[src/rtl/rmii_pkg.sv]
// Shared constants and state type for the RMII receive framer.
package rmii_pkg;

  localparam logic [31:0] CRC32_POLY    = 32'hEDB88320;
  localparam logic [31:0] CRC32_INIT    = 32'hFFFFFFFF;
  localparam logic [31:0] CRC32_RESIDUE = 32'hDEBB20E3;

  localparam logic [1:0]  DIB_PRE = 2'b01;
  localparam logic [1:0]  DIB_SFD = 2'b11;

  typedef enum logic [1:0] {IDLE, PRE, DATA, DROP} rx_state_t;

endpackage

[src/rtl/crc32_byte.sv]
// One-byte step of the reflected Ethernet CRC-32; purely combinational.
module crc32_byte
  import rmii_pkg::*;
(
  input  logic [31:0] crc,
  input  logic [7:0]  data,
  output logic [31:0] next_crc
);

  // Eight LSB-first shift/XOR steps
  always_comb begin
    next_crc = crc ^ {24'h0, data};
    for (int i = 0; i < 8; i++)
      next_crc = next_crc[0] ? ((next_crc >> 1) ^ CRC32_POLY) : (next_crc >> 1);
  end

endmodule

[src/rtl/rmii_rx_frame.sv]
// RMII receive framer: two dibits per clock in, preamble/SFD hunt at either
// dibit slot, LSB-first byte assembly, CRC-32 check, per-frame end status.
module rmii_rx_frame
  import rmii_pkg::*;
#(
  parameter int unsigned MIN_LEN = 64,
  parameter int unsigned MAX_LEN = 1536,
  parameter int unsigned PRE_MIN = 4
) (
  input  logic        mii_clk,
  input  logic        mii_rst_n,
  input  logic [3:0]  rmii_D,
  input  logic [1:0]  rmii_DV,
  output logic [7:0]  rx_data,
  output logic        rx_valid,
  output logic        rx_sof,
  output logic        rx_eof,
  output logic        rx_crc_ok,
  output logic        rx_err,
  output logic [10:0] rx_len
);

  localparam logic [10:0] MIN_L = 11'(MIN_LEN);
  localparam logic [10:0] MAX_L = 11'(MAX_LEN);
  localparam logic [2:0]  PRE_L = 3'(PRE_MIN);

  rx_state_t   state, state_n;
  logic [2:0]  pre_cnt, pre_n;
  logic [5:0]  sr, sr_n;        // up to three pending dibits, newest on top
  logic [1:0]  dcnt, dcnt_n;    // dibits collected toward the current byte
  logic [10:0] cnt, cnt_n;      // bytes emitted, stops at MAX_LEN
  logic        ovf, ovf_n;
  logic [31:0] crc, crc_nxt;
  logic        start, emit, sof_n, eof_n, ok_n, err_n;
  logic [7:0]  byte_n;
  logic [10:0] len_n;
  logic [1:0]  dib;

  crc32_byte u_crc (
    .crc      (crc),
    .data     (byte_n),
    .next_crc (crc_nxt)
  );

  // Walk d0 then d1 through the FSM; state may change between the two dibits
  always_comb begin
    state_n = state;
    pre_n   = pre_cnt;
    sr_n    = sr;
    dcnt_n  = dcnt;
    cnt_n   = cnt;
    ovf_n   = ovf;
    start   = 1'b0;
    emit    = 1'b0;
    byte_n  = '0;
    sof_n   = 1'b0;
    eof_n   = 1'b0;
    ok_n    = 1'b0;
    err_n   = 1'b0;
    len_n   = '0;
    dib     = '0;
    if (rmii_DV == 2'b00) begin
      // Carrier gone: close a frame in progress, leftover dibits are dropped
      if (state == DATA) begin
        eof_n = 1'b1;
        len_n = cnt;
        ok_n  = !ovf && (crc == CRC32_RESIDUE);
        err_n = (cnt < MIN_L) || ovf || (dcnt != 2'd0);
      end
      state_n = IDLE;
    end else begin
      if (state == IDLE && rmii_DV == 2'b11) begin
        state_n = PRE;
        pre_n   = '0;
      end
      for (int i = 0; i < 2; i++) begin
        dib = (i == 0) ? rmii_D[1:0] : rmii_D[3:2];
        case (state_n)
          PRE: begin
            if (dib == DIB_PRE) begin
              if (pre_n < PRE_L) pre_n = pre_n + 3'd1;
            end else if (dib == DIB_SFD && pre_n >= PRE_L) begin
              state_n = DATA;
              start   = 1'b1;
              dcnt_n  = '0;
              cnt_n   = '0;
              ovf_n   = 1'b0;
            end else begin
              state_n = DROP;
            end
          end
          DATA: begin
            // Once oversize, the rest of the frame is ignored
            if (!ovf_n) begin
              if (dcnt_n == 2'd3) begin
                dcnt_n = 2'd0;
                if (cnt_n == MAX_L) begin
                  ovf_n = 1'b1;
                end else begin
                  emit   = 1'b1;
                  byte_n = {dib, sr_n};
                  sof_n  = (cnt_n == 11'd0);
                  cnt_n  = cnt_n + 11'd1;
                end
              end else begin
                sr_n   = {dib, sr_n[5:2]};
                dcnt_n = dcnt_n + 2'd1;
              end
            end
          end
          default: ;
        endcase
      end
    end
  end

  // FSM state register
  always_ff @(posedge mii_clk or negedge mii_rst_n)
    if (!mii_rst_n) state <= IDLE;
    else            state <= state_n;

  // Frame datapath: preamble count, dibit shifter, counters, running CRC
  always_ff @(posedge mii_clk or negedge mii_rst_n) begin
    if (!mii_rst_n) begin
      pre_cnt <= '0;
      sr      <= '0;
      dcnt    <= '0;
      cnt     <= '0;
      ovf     <= 1'b0;
      crc     <= CRC32_INIT;
    end else begin
      pre_cnt <= pre_n;
      sr      <= sr_n;
      dcnt    <= dcnt_n;
      cnt     <= cnt_n;
      ovf     <= ovf_n;
      if (start)     crc <= CRC32_INIT;
      else if (emit) crc <= crc_nxt;
    end
  end

  // Registered outputs; status fields are zero outside the rx_eof cycle
  always_ff @(posedge mii_clk or negedge mii_rst_n) begin
    if (!mii_rst_n) begin
      rx_data   <= '0;
      rx_valid  <= 1'b0;
      rx_sof    <= 1'b0;
      rx_eof    <= 1'b0;
      rx_crc_ok <= 1'b0;
      rx_err    <= 1'b0;
      rx_len    <= '0;
    end else begin
      rx_data   <= byte_n;
      rx_valid  <= emit;
      rx_sof    <= sof_n;
      rx_eof    <= eof_n;
      rx_crc_ok <= ok_n;
      rx_err    <= err_n;
      rx_len    <= len_n;
    end
  end

endmodule

[config.mk]
export PLATFORM = sky130hd
export DESIGN_NAME = rmii_rx_frame
export DESIGN_NICKNAME = d
export VERILOG_FILES = /design/src/rtl/rmii_pkg.sv /design/src/rtl/crc32_byte.sv /design/src/rtl/rmii_rx_frame.sv
export SDC_FILE = /design/constraint.sdc
export NUM_CORES = 1
export LEC_CHECK = 0
export CORE_MARGIN = 3
export CORE_UTILIZATION = 45
export CTS_CLUSTER_DIAMETER = 150
export DETAILED_ROUTE_END_ITERATION = 16
export PLACE_DENSITY = 0.72
export SLEW_MARGIN = 40
export SYNTH_ARGS = -nofsm -noshare
export SYNTH_HDL_FRONTEND = slang
export SYNTH_SLANG_ARGS = --single-unit
export TNS_END_PERCENT = 1
[constraint.sdc]
create_clock -name mii_clk -period 5.9 [get_ports mii_clk]
set_input_delay 1.475 -clock mii_clk [delete_from_list [all_inputs] [get_ports mii_clk]]
set_output_delay 1.475 -clock mii_clk [all_outputs]
set_load 0.1 [all_outputs]
==> run_results.csv <==
group,metric,value,unit
global_routing,first_global_vias,4523,
worst_hold_path,worstHoldEndpoint,"crc[23]",
final_layout,fillers,1142,
timing,setup_violations,0,
route,drcViolationCount,0,
die,ioPinCount,32,
worst_setup_path,cp.arrival,5.81,ns
synth,synth_edf_count,0,
place,dp_hpwl,11110,um
synth,yosysSeqAreaShare,0.3628,
global_routing,grt_start_max_net_pins,82,
die,die-width,118.5,um
worst_hold_path,hp-class,"reg2reg",
worst_hold_path,worstHoldStart,"crc[23]",
clock_network,post_cts_buffers,0,
die,start_util,0.4666,
route,vias,4730,
worst_setup_path,r2r_start,"cnt[1]",
clock_network,post_cts_resized,0,
clock_network,cts.sinks,81,
synth,ys_types,91,
clock_network,clk_path_buf_depth,2,
clock_network,clock_tree.root_cell,"clkbuf_16",
synth,syn-num-nets,597,
clock_network,h-tree-depth,3,
timing,hold_viol_final,0,
worst_setup_path,critPathLaunchType,"input pin",
synth,yosysWarningCount,0,
final_layout,final_common_cell,"nor2_1",
worst_hold_path,holdPathStages,2,
final_layout,multi_input_comb_area,3406,um^2
synth,yosysTopAreaCell,"dfrtp_1",
worst_setup_path,path_class,"in2reg",
timing,fin_crit_sh,0.9370,
clock_network,hold_buffers,0,
worst_setup_path,r2r_slack,0.44,ns
clock_network,cts_tree,"done",
timing,rsz0062_at_grt,"false",
timing,fmax,0.1809,GHz
die,die_h,118.5,um
die,placeableCoreArea,12210,um^2
final_layout,n_antenna_cell,0,
die,die_area,14050,um^2
global_routing,grt_usage,0.2209,
final_layout,finalNetCount,628,
final_layout,drive_gt1_frac,0.2134,
final_layout,final_cell_mix,"nor2_1, a21oi_1, dfrtp_1",
synth,synthArstFlopShare,1.000,
synth,netlist_area,5698,um^2
route,wirelength,15170,um
worst_setup_path,r2r-end,"crc[18]",
worst_setup_path,endpoint_kind,"flop",
place,port_buffers,31,
timing,relSlewSlack,0.5038,
worst_setup_path,rr_worst_depth,19,
global_routing,antenna_found_initial,0,
global_routing,grt_pass1_wl,24690,um
timing,skew,0.008438,ns
synth,synth_area_leaders,"dfrtp_1, dfstp_2, a21oi_1",
synth,avgSynthCellArea,9.858,um^2
clock_network,worst_skew_pair.late_latency,0.35,ns
place,routabilityCongestion,0.8864,
synth,synth_ff_type,"dfrtp_1",
synth,syn_inst,578,
worst_setup_path,required,6.18,ns
die,row_count,40,
job,drv_cap,0,
route,first_pass_iters,6,
synth,yosys.area.top_type_share,0.2152,
global_routing,overflow,0,
timing,tightest_slew,0.7381,ns
timing,final-max-slew-violation-count,0,
timing,period_needed,5.528,ns
outcome,outcome,"finished, final reports clean",
synth,synth-seq-cells,81,
final_layout,register_area,2067,um^2
route,via_per_inst,6.049,
final_layout,syn_to_final_growth,12.43,%
route,wl_per_cell,19.40,um
route,final_antenna_net_count,0,
clock_network,cts.reportedPaths.clkPinSlew,0.06,ns
clock_network,cts_made_buffers,9,
timing,fin_tns_setup,0,ns
worst_setup_path,crit_fanout,9,
route,first_iter_violations,427,
## flip-flops by register name (all words and copies together), names as in the netlist, 2 cells and up
name	count
crc	32
pre_cnt	3
sr	6
dcnt	2
state	2
cnt	11
rx_data	8
rx_len	11
## final cells by class
type,instances,area share
multi-input combinational,447,0.5316
sequential,81,0.3227
timing repair buffer,48,0.04980
clock buffer,11,0.03789
tap,168,0.03281
inverter,22,0.01289
clock inverter,5,0.01230
## cells in the mapped netlist, drive strengths merged (11+ instances only)
cell type and instances:
dfstp 32, clkbuf 19, a21oi 58, nand3 18, ha 11, nor2 58
inv 22, nand4 11, o211ai 11, o21ai 21, nand2 46, xnor3 11
xor2 18, xnor2 39, dfrtp 49
## worst max-delay path, cell delays in order
cell,delay [ns]
clkdlybuf4s50_1,0.51
and4b_1,0.29
nand2_1,0.09
nand2_1,0.11
o21ai_0,0.09
a21oi_1,0.22
ha_1,0.18
o31ai_1,0.07
a31o_1,0.22
a2111oi_4,0.37
and4_4,0.35
buf_4,0.19
o2111ai_1,0.19
o41ai_4,0.18
xnor2_4,0.22
xnor2_4,0.37
xor3_1,0.50
a21oi_1,0.16
## per-stage QoR
stage	setup slack [ns]	instance area, um^2	util	hold WS, ns	instances
final	0.3717	6406	0.5246	0.5192	782
after global routing	0.07022	6406	0.5246	0.5375	782
after global placement	0.1989	6201	0.5078	0.5080	766
after detailed placement	0.05205	6085	0.4983	0.5073	766
after floorplan	0.8790	5698	-	0.4799	578
after CTS	0.4126	6406	0.5246	0.5163	782
## cells by family after synthesis
family	count (synthesis)	share of synthesized area
AO/OA/AOI/OAI	153	0.1963
XOR/XNOR	72	0.1741
adder cells (fa/ha/maj)	11	0.02415
buffers and inverters	50	0.03996
flip-flops	81	0.3628
multiplexers	7	0.01274
AND/OR/NAND/NOR	204	0.1899
## worst max path at each step
stage,start,endpoint,slack [ns],cells after the start
final,rmii_D[0],crc[18],0.37,18
after global routing,rmii_D[0],crc[18],0.07,17
after CTS,rmii_D[0],crc[18],0.41,18
after detailed placement,rmii_D[0],crc[25],0.05,18
after global placement,rmii_D[0],crc[26],0.20,18
after floorplan,rmii_D[0],crc[18],0.88,16
## layer usage
metal | track usage | vias up | wire (um)
met1 | 0.3211 | 2312 | 6868
li1 | - | 2164 | -
met5 | 0 | - | 0
met3 | 0.04019 | 29 | 1107
met2 | 0.3282 | 225 | 6856
met4 | 0.08182 | 0 | 337
Power is not shown: default switching activity piles up to over one toggle a cycle in this logic, so the estimate is an artifact.
